<file path="src/rtl/mult_div_unit.sv">
// Signed 32x32 multiply (radix-2 Booth) and divide (restoring) unit.
// Results land in HI/LO; one operation in flight at a time, done pulses once.
module mult_div_unit (
    input  logic        clk,
    input  logic        rst,
    input  logic        start_mult,
    input  logic        start_div,
    input  logic [31:0] a,
    input  logic [31:0] b,
    output logic [31:0] hi,
    output logic [31:0] lo,
    output logic        busy,
    output logic        done,
    output logic        div_zero
);

    typedef enum logic [2:0] {IDLE, MULT, DIV, FIX, DONE} state_t;

    state_t      r_state, w_next;
    logic [64:0] r_acc;
    logic [31:0] r_m, r_quo, r_rem;
    logic [5:0]  r_cnt;
    logic        r_is_mult, r_dz, r_sa, r_sb;

    logic        w_start, w_last, w_hold, w_busy_nxt, w_done_nxt, w_qbit;
    logic [31:0] w_amag, w_bmag;
    logic [32:0] w_bsum, w_dshift;
    logic [33:0] w_ddiff;

    assign w_start = start_mult | start_div;
    assign w_last  = (r_cnt == 6'd31);
    // Divide-by-zero parks one extra cycle in DONE to keep its latency at two edges.
    assign w_hold  = r_dz && (r_cnt == 6'd0);
    assign w_amag  = a[31] ? -a : a;
    assign w_bmag  = b[31] ? -b : b;

    // Booth add/sub on a 33-bit A so that -2^31 operands cannot overflow the sign.
    always_comb begin
        w_bsum = {r_acc[64], r_acc[64:33]};
        case (r_acc[1:0])
            2'b01:   w_bsum = {r_acc[64], r_acc[64:33]} + {r_m[31], r_m};
            2'b10:   w_bsum = {r_acc[64], r_acc[64:33]} - {r_m[31], r_m};
            default: w_bsum = {r_acc[64], r_acc[64:33]};
        endcase
    end

    assign w_dshift = {r_rem, r_quo[31]};
    assign w_ddiff  = {1'b0, w_dshift} - {2'b00, r_m};
    assign w_qbit   = ~w_ddiff[33];

    always_ff @(posedge clk or posedge rst) begin
        if (rst) r_state <= IDLE;
        else     r_state <= w_next;
    end

    always_comb begin
        w_next = r_state;
        case (r_state)
            IDLE: begin
                if (start_mult)     w_next = MULT;
                else if (start_div) w_next = (b == 32'd0) ? DONE : DIV;
            end
            MULT:    if (w_last) w_next = DONE;
            DIV:     if (w_last) w_next = FIX;
            FIX:     w_next = DONE;
            DONE:    w_next = w_hold ? DONE : IDLE;
            default: w_next = IDLE;
        endcase
    end

    always_comb begin
        w_done_nxt = (r_state == DONE) && !w_hold;
        case (r_state)
            IDLE:    w_busy_nxt = w_start;
            DONE:    w_busy_nxt = w_hold;
            default: w_busy_nxt = 1'b1;
        endcase
    end

    always_ff @(posedge clk or posedge rst) begin
        if (rst) begin
            r_acc     <= '0;
            r_m       <= '0;
            r_quo     <= '0;
            r_rem     <= '0;
            r_cnt     <= '0;
            r_is_mult <= 1'b0;
            r_dz      <= 1'b0;
            r_sa      <= 1'b0;
            r_sb      <= 1'b0;
            hi        <= '0;
            lo        <= '0;
            busy      <= 1'b0;
            done      <= 1'b0;
            div_zero  <= 1'b0;
        end else begin
            busy     <= w_busy_nxt;
            done     <= w_done_nxt;
            div_zero <= w_done_nxt & r_dz;
            case (r_state)
                IDLE: if (w_start) begin
                    r_cnt     <= '0;
                    r_is_mult <= start_mult;
                    r_dz      <= !start_mult && (b == 32'd0);
                    r_acc     <= {32'd0, a, 1'b0};
                    r_m       <= start_mult ? b : w_bmag;
                    r_quo     <= w_amag;
                    r_rem     <= '0;
                    r_sa      <= a[31];
                    r_sb      <= b[31];
                end
                MULT: begin
                    r_acc <= {w_bsum, r_acc[32:1]};
                    if (!w_last) r_cnt <= r_cnt + 6'd1;
                end
                DIV: begin
                    r_rem <= w_qbit ? w_ddiff[31:0] : w_dshift[31:0];
                    r_quo <= {r_quo[30:0], w_qbit};
                    if (!w_last) r_cnt <= r_cnt + 6'd1;
                end
                FIX: begin
                    if (r_sa ^ r_sb) r_quo <= -r_quo;
                    if (r_sa)        r_rem <= -r_rem;
                end
                DONE: begin
                    if (w_hold) r_cnt <= 6'd1;
                    if (w_done_nxt && !r_dz) begin
                        hi <= r_is_mult ? r_acc[64:33] : r_rem;
                        lo <= r_is_mult ? r_acc[32:1]  : r_quo;
                    end
                end
                default: ;
            endcase
        end
    end

endmodule

</file>
<file path="config.mk">
export PLATFORM = sky130hd
export DESIGN_NAME = mult_div_unit
export DESIGN_NICKNAME = d
export VERILOG_FILES = /design/src/rtl/mult_div_unit.sv
export SDC_FILE = /design/constraint.sdc
export NUM_CORES = 1
export LEC_CHECK = 0
export ABC_AREA = 1
export BUFFER_PORTS_ARGS = -buffer_cell sky130_fd_sc_hd__buf_2
export CAP_MARGIN = 15
export CORE_MARGIN = 2
export CORE_UTILIZATION = 50
export CTS_CLUSTER_SIZE = 8
export DETAILED_ROUTE_END_ITERATION = 7
export GPL_ROUTABILITY_DRIVEN = 0
export MAX_ROUTING_LAYER = met4
export PLACE_DENSITY = 0.75
export SLEW_MARGIN = 10
export SYNTH_ARGS = -nofsm -noshare
export SYNTH_HDL_FRONTEND = slang
export SYNTH_SLANG_ARGS = --single-unit
export TNS_END_PERCENT = 100
</file>
<file path="constraint.sdc">
create_clock -name clk -period 12.61 [get_ports clk]
set_clock_uncertainty 0.15 [all_clocks]
set_input_delay 1.8915 -clock clk [delete_from_list [all_inputs] [get_ports clk]]
set_output_delay 1.8915 -clock clk [all_outputs]
set_load 0.02 [all_outputs]
</file>
Word level (Yosys, flattened, before mapping)
Cells that the tools add are included.
{"block": "totals", "reg_bits": 241, "in_bits": 68, "out_inout_bits": 67, "word_cells": 93}
{"block": "op_classes", "n_addsub": 8, "n_eq_ne": 16, "n_mux": 27, "bitwise": 4, "reduce_logical": 22}
{"operator": "32-bit two-way mux", "count": 10}
{"operator": "32-bit case mux with 3 select lines", "count": 2}
{"operator": "65-bit case mux with 2 select lines", "count": 1}
{"operator": "32-bit negation", "count": 4}
{"operator": "33-bit case mux with 2 select lines", "count": 1}
{"operator": "65-bit two-way mux", "count": 1}
{"operator": "33-bit by 32-bit subtractor with 34-bit output", "count": 1}
{"operator": "32-bit by 32-bit adder with 33-bit output", "count": 1}
{"operator": "32-bit by 32-bit subtractor with 33-bit output", "count": 1}
{"operator": "32-bit zero test", "count": 1}
{"operator": "3-bit two-way mux", "count": 6}
{"operator": "6-bit two-way mux", "count": 3}
{"operator": "6-bit case mux with 3 select lines", "count": 1}
{"operator": "3-bit case mux with 5 select lines", "count": 1}
{"operator": "2-bit inequality test (second input constant)", "count": 7}
{"operator": "3-bit AND reduction", "count": 4}
{"operator": "6-bit by 1-bit adder with 6-bit output (second input constant)", "count": 1}
{"operator": "3-bit by 2-bit equality test with 1-bit output (second input constant)", "count": 2}
{"operator": "6-bit by 5-bit equality test with 1-bit output (second input constant)", "count": 1}
{"operator": "6-bit zero test", "count": 1}
{"operator": "2-bit AND reduction", "count": 3}
{"operator": "3-bit nonzero test", "count": 2}
{"operator": "1-bit logical AND", "count": 4}
{"operator": "4-bit AND reduction", "count": 1}
{"operator": "15 further kinds", "count": 17}

Logic depth before layout (Yosys ltp)
Gate-level depths: netlist of the first run.
{"block": "logic_depth", "depth_word": 6, "ltp_mapped": 24, "depth_no_buf": 24}

Worst setup path after synthesis of the first run
Ideal clock, no wire load.
{"block": "synth_path", "path_type": "input port to flip-flop", "startpoint": "in a[0]", "endpoint": "reg r_quo[30]", "arrival_ns": 3.165, "required_ns": 12.343, "slack_ns": 9.178, "cell_stages": 12, "cell_sequence": "inv_1 ha_1 nand3_1 nor2_1 nand3_1 nand2_1 nand3_1 or2_0 nand3_1 nand2_1 nand2_1 nand2_1"}
{"block": "synth_between", "elab_chain_len": 4}
{"element": "start: declaration", "line_no": "8", "source": "input logic [31:0] a,"}
{"element": "32-bit negation", "line_no": "34", "source": "assign w_amag = a[31] ? -a : a;"}
{"element": "32-bit two-way mux", "line_no": "34"}
{"element": "32-bit two-way mux", "line_no": "101", "source": "IDLE: if (w_start) begin"}
{"element": "32-bit case mux with 3 select lines", "line_no": "100", "source": "case (r_state)"}
{"element": "end signal: assignment", "line_no": "107", "source": "r_quo <= w_amag;"}
{"element": "end signal: assignment", "line_no": "118", "source": "r_quo <= {r_quo[30:0], w_qbit};"}
{"element": "end signal: assignment", "line_no": "122", "source": "if (r_sa ^ r_sb) r_quo <= -r_quo;"}
{"element": "end: declaration", "line_no": "21", "source": "logic [31:0] r_m, r_quo, r_rem;"}
Every way passes these cells. The select of a mux whose other input is x is not followed.
A chain may end at the register's enable or synchronous reset.

Final worst setup path of the first run
{"block": "layout_path", "startpoint": "reg r_acc[0]", "endpoint": "reg r_acc[58]"}
{"block": "layout_between", "elab_chain_len": 3}
{"element": "start: declaration", "line_no": "20", "source": "logic [64:0] r_acc;"}
{"element": "start signal: assignment", "line_no": "105", "source": "r_acc <= {32'd0, a, 1'b0};"}
{"element": "start signal: assignment", "line_no": "113", "source": "r_acc <= {w_bsum, r_acc[32:1]};"}
{"element": "2-bit equality test or 2-bit by 1-bit equality test with 1-bit output (tied branches)", "line_no": "40", "source": "case (r_acc[1:0])"}
{"element": "33-bit case mux with 2 select lines *", "line_no": "40"}
{"element": "65-bit case mux with 2 select lines *", "line_no": "100"}
Mark *: on every way between the ends. The rest lies on a longest branch, timed or not.

==> results.json, run 1 <==
{
  "synth_area_um2": 20200,
  "crit_path_frequent_cell": "nand2_1",
  "root_buffer": "clkbuf_16",
  "die_h_um": 205,
  "clock_latency_ps": 550,
  "worst_pin_slew_ps": 1120,
  "hp-class": "register to register",
  "ant_nets": 0,
  "tns_ps": 0,
  "async_reset_ff_share_pct": 100,
  "cp.arrival_ps": 4660,
  "irDropWorstVdd_v": 0.000149,
  "finalSetupViolCount": 0,
  "die_w_um": 205,
  "cts_setup_buffers": 0,
  "synth_area_per_cell_um2": 6.40,
  "drc": 15,
  "min_period_ps": 4390,
  "first_pass_iters": 8,
  "cp-end-kind": "register",
  "p_leak_uw": 0.0110,
  "cp_top_family": "adder cells",
  "clk_pin_slew_ps": 50,
  "power_density_nw_per_um2": 326,
  "cts.path.max_buffers": 3,
  "finalPower_uw": 7240,
  "numCtsBuffers": 36,
  "htreeDepth": 2,
  "cts-resized-gates": 0,
  "drt_iter0_drc": 2546,
  "worst_path_largest_cell_delay_ps": 700,
  "num_vias": 22100,
  "fin_crit_sh_pct": 34.8,
  "grt_pass1_vias": 20500,
  "cp.required_ps": 12880,
  "wire_per_inst_um": 17.9,
  "rsz0062_at_grt": "false",
  "yosys_most_used_dff": "dfrtp_1",
  "max_freq_mhz": 228,
  "slew_headroom_pct": 25.6,
  "core_um2": 39800,
  "cpMaxStageDelayCell": "ha_1",
  "worstPathMaxFanout": 18,
  "crit_buf_inv": 4,
  "wirelength_um": 67600,
  "cts_tree": "built",
  "cap_viol_max_count": 0,
  "ys_ff_latch": 241,
  "synth_cell_types": 53,
  "antenna_found_initial": 0,
  "dieArea_um2": 42100,
  "initial_core_util_pct": 50.8,
  "cts.sinks": 241,
  "postCtsHoldBufs": 0,
  "worst_slack_ps": 8220,
  "drv_slew": 0,
  "synth_edf_count": 0,
  "post-place-ws_ps": 8250,
  "violations": "DRC",
  "cp-start-kind": "register",
  "nNetsFinal": 3388,
  "syn_nets": 3305,
  "drive_above_1_share_pct": 8.30,
  "gr-total-overflow": 0,
  "grt_max_degree": 110,
  "grt_use_total_pct": 33.0,
  "rows": 73,
  "portBuffers": 134,
  "dpl_cell_area_um2": 21200,
  "path_cells": "inv_1 > ha_1 > inv_1 > nand2_1 > xor2_1 > inv_1 > ha_1 > inv_1 > o21ai_1 > nand2_1 > nand2_1 > a21oi_1 > o21ai_0 > nand2_1 > nand2_1 > o21ai_0",
  "critPathKind": "register to register",
  "design_area_um2": 22200,
  "synth_cells": 3163,
  "dp_hpwl_um": 51200,
  "io_pins": 135,
  "fin_util_pct": 55.7,
  "synth_seq_area_share_pct": 29.8,
  "grt_pass1_wl_um": 107000,
  "area_growth_syn_to_layout_pct": 9.61,
  "yosysWarnings": 0,
  "vias_per_cell": 5.84,
  "hold_violations": 0,
  "status": "complete, but fails checks"
}
path summary, 6_finish.rpt:
check / from / end / slack [ps] / cells after the start
min in group asynchronous: rst / hi[8] / 1320 / 2
max in group asynchronous: rst / r_is_mult / 9370 / 3
hold reg to reg: lo[8] / lo[8] / 330 / 1
setup / recovery: r_acc[0] / r_acc[58] / 8220 / 16
setup reg to reg: r_acc[0] / r_acc[58] / 8220 / 16
hold / removal: lo[8] / lo[8] / 330 / 1
through the flow:
| stage | cells | hold slack, ps |
|---|---|---|
| global route | 3778 | 342 |
| global placement | 3733 | 317 |
| detailed placement | 3733 | 324 |
| CTS | 3778 | 336 |
| finish | 3779 | 329 |
| floorplan | 3163 | 321 |
logic make-up (layout without fill, tap and decap cells):
kind of cell	Yosys count	after routing	synth area share, %
AO/OA/AOI/OAI	631	631	18.5
adder cells (fa/ha/maj)	74	74	4.65
buffers and inverters	576	666	11.1
other	0	1	0
AND/OR/NAND/NOR	1566	1566	32.7
XOR/XNOR	75	75	3.25
flip-flops	241	241	29.8
state kept, by name, indices dropped and copies added (netlist names):
register,count
r_state,3
r_sa,1
r_dz,1
div_zero,1
done,1
lo,32
r_is_mult,1
r_quo,32
r_rem,32
hi,32
r_sb,1
r_acc,65
r_m,32
r_cnt,6
busy,1
synthesized netlist by cell type (27+ instances only):
cell type  number  area share, %
a21oi_1       150            3.7
buf_2          38           0.94
clkbuf_1       51           0.95
dfrtp_1       241             30
ha_1           72            4.5
inv_1         450            8.3
nand2_1       873             16
nand3_1       254            6.3
nand4_1        44            1.4
nor2_1        282            5.2
nor3_1         33           0.82
o211ai_1       51            1.9
o21a_1         65            2.4
o21ai_0       226            5.6
o21ai_1        27           0.67
xor2_1         54            2.3
report_power, final:
group | switching [µW] | leakage [µW] | internal [µW] | total, µW
combinational | 3310 | 0.00762 | 1510 | 4810
clock | 361 | 0.000475 | 513 | 874
sequential | 410 | 0.00289 | 1150 | 1560
total | 4080 | 0.0110 | 3170 | 7240
cells in the final DEF, fill, tap and decap left out, drive strengths merged, types with 9 or more instances in the layout:
cell type and instances:
dfrtp 241, o22ai 9, a31oi 13, o21a 65, a22oi 25, inv 473
nor2 308, o21bai 10, nand4 44, a21boi 24, o211ai 51, o31ai 9
nor3 37, a21oi 154, nand3 256, ha 72, nand2 887, nand3b 10
o21ai 256, buf 147, xnor2 21, clkbuf 41, xor2 54
worst reg2reg max path, stage by stage (launching register included):
cell and delay [ps]:
dfrtp_1 360, inv_1 70, ha_1 700, inv_1 490, nand2_1 200, xor2_1 400
inv_1 90, ha_1 350, inv_1 80, o21ai_1 340, nand2_1 90, nand2_1 150
a21oi_1 150, o21ai_0 380, nand2_1 110, nand2_1 80, o21ai_0 70
layer usage:
| layer | track usage (%) | part of all wire (%) |
|---|---|---|
| met1 | 42.8 | 41 |
| met2 | 48.4 | 42 |
| met3 | 7.48 | 11 |
| met4 | 16.6 | 5.4 |
| met5 | - | 0 |
layout make-up:
type	count	area, µm²
timing repair buffer	147	768
sequential	241	6030
fill	3853	17600
tap	525	657
antenna	1	2.50
clock buffer	41	920
clock inverter	4	50.0
multi-input combinational	2346	12000
inverter	474	1790
(Power assumes the default switching activity.)
==> run 2: changes to the inputs <==
--- a/config.mk
+++ b/config.mk
@@ -14,7 +14,7 @@
 export DETAILED_ROUTE_END_ITERATION = 7
 export GPL_ROUTABILITY_DRIVEN = 0
 export MAX_ROUTING_LAYER = met4
-export PLACE_DENSITY = 0.75
+export PLACE_DENSITY = 0.77
 export SLEW_MARGIN = 10
 export SYNTH_ARGS = -nofsm -noshare
 export SYNTH_HDL_FRONTEND = slang
==> constraint.sdc (replaced) <==
create_clock -name clk -period 4 [get_ports clk]
set_clock_uncertainty 0.15 [all_clocks]
set_input_delay 0.6 -clock clk [delete_from_list [all_inputs] [get_ports clk]]
set_output_delay 0.6 -clock clk [all_outputs]
set_load 0.02 [all_outputs]
==> run 2 against run 1 <==
The flow now finishes without violations. Critical path type unchanged. Non-clock buffer count is 14 higher. Cell count grew 0.37%. Highest routed layer unchanged. Maximum frequency is 21% higher.
==> results.json, run 2 (synthesized netlist as in run 1, its figures left out) <==
{
  "status": "completed",
  "cts.path.max_buffers": 3,
  "drive_above_1_share_pct": 8.85,
  "min_period_ps": 3620,
  "io_pins": 135,
  "regMostFlops": "r_acc",
  "core_um2": 39800,
  "finalSetupViolCount": 0,
  "clk_pin_slew_ps": 50,
  "cap_viol_max_count": 0,
  "clock_latency_ps": 540,
  "rrSetupSlack_ps": 380,
  "vias_per_cell": 5.75,
  "die_w_um": 205,
  "rsz0062_at_grt": "false",
  "postCtsHoldBufs": 0,
  "grt_pass1_wl_um": 105000,
  "cp.required_ps": 4270,
  "tns_ps": 0,
  "nNetsFinal": 3402,
  "critPathKind": "register to register",
  "cts-resized-gates": 0,
  "dp_hpwl_um": 51800,
  "initial_core_util_pct": 50.8,
  "largest_reg_flops": 65,
  "cp-end-kind": "register",
  "irDropWorstVdd_v": 0.000459,
  "grt_pass1_vias": 19500,
  "max_freq_mhz": 276,
  "slew_headroom_pct": 43.0,
  "critPathCapture": "r_acc[57]",
  "numCtsBuffers": 36,
  "dieArea_um2": 42100,
  "hold_violations": 0,
  "portBuffers": 134,
  "first_pass_iters": 6,
  "worst_slack_ps": 377,
  "area_growth_syn_to_layout_pct": 10.5,
  "cts_tree": "built",
  "worstPathMaxFanout": 6,
  "gr-total-overflow": 0,
  "cp-startpoint": "r_m[1]",
  "drc": 0,
  "post-place-ws_ps": 332,
  "drv_slew": 0,
  "num_vias": 21800,
  "cts_setup_buffers": 0,
  "ant_nets": 0,
  "power_density_nw_per_um2": 1020,
  "root_buffer": "clkbuf_16",
  "p_leak_uw": 0.0111,
  "antenna_found_initial": 1,
  "drt_iter0_drc": 2658,
  "worst_pin_slew_ps": 853,
  "hp-class": "primary input to asynchronous set/reset pin",
  "rows": 73,
  "final_common_cell": "nand2_1",
  "fin_crit_sh_pct": 90.6,
  "wire_per_inst_um": 17.7,
  "grt_max_degree": 82,
  "r2r_end": "r_acc[57]",
  "worst-r2r-cell-count": 20,
  "cp.arrival_ps": 3900,
  "cts.sinks": 241,
  "wirelength_um": 67200,
  "htreeDepth": 2,
  "grt_use_total_pct": 32.6,
  "cp-start-kind": "register",
  "r2r_start": "r_m[1]",
  "die_h_um": 205,
  "final_cell_mix": "873 x nand2_1, 449 x inv_1, 281 x nor2_1, 254 x nand3_1, 240 x dfrtp_1"
}
## run 2: cell count changes in the layout (fill, tap and decap cells not counted), moves of 2 or more
cell / previous run / this run
buf_4: 13 / 24
clkbuf_1: 5 / 3
nor4_2: 0 / 2
buf_12: 0 / 3
nor4_1: 7 / 5
clkbuf_8: 0 / 2
## run 2: final cells by class
cell class	count	area, µm²
diodes	2	5.00
well taps	525	657
clock buffers	41	940
fillers	3905	17500
flip-flops and latches	241	6030
inverters	474	1780
multi-input cells	2346	12000
clock inverters	3	45.0
repair buffers	161	911
## run 2: worst min-delay path by stage
stage | from | to | slack (ps) | cells past startpoint
after floorplan | r_m[19] | r_m[19] | 320 | 2
after CTS | rst | r_acc[37] | 110 | 2
after detailed placement | lo[9] | lo[9] | 330 | 1
after global placement | hi[30] | hi[30] | 320 | 1
after global routing | rst | r_acc[36] | 160 | 2
final | rst | r_acc[36] | 90 | 2
## run 2: through the flow
stage / total power (µW) / hold slack (ps) / instances / utilization (%) / area [µm²]
2_1_floorplan: 15400 / 321 / 3163 / - / 20200
3_3_place_gp: 19300 / 317 / 3747 / 53.6 / 21400
3_5_place_dp: 19500 / 325 / 3747 / 53.6 / 21400
4_1_cts: 22400 / 111 / 3791 / 56.1 / 22300
5_1_grt: 24800 / 164 / 3792 / 56.2 / 22400
6_report: 22900 / 87.1 / 3793 / 56.2 / 22400
## run 2: metal layers
metal | track usage (%) | share of wire (%) | routed length (µm) | vias up
met1 | 44.8 | 43 | 28700 | 9943
met5 | - | 0 | 0 | -
li1 | - | - | - | 10500
met3 | 6.21 | 11 | 7600 | 188
met4 | 11.6 | 4.0 | 2720 | 0
met2 | 47.9 | 42 | 28200 | 1206
## run 2: worst max-delay path: stages (launching register included)
cell	delay [ps]
dfrtp_1	390
inv_1	130
ha_1	190
nand2_1	60
nor2_1	130
nand2_1	120
nor2_4	130
nand4_1	100
nand2_1	160
o21ai_2	120
xor2_1	260
ha_1	350
nand2_1	170
inv_1	60
a21oi_1	320
nor2_1	60
or2_0	200
a21oi_1	170
nand3b_1	100
nand3_1	90
nand2_1	50
## run 2: power by group
part           switching (µW)  internal [µW]
clock network            1140           1650
logic                   10300           4810
registers                1390           3620
total                   12800          10100
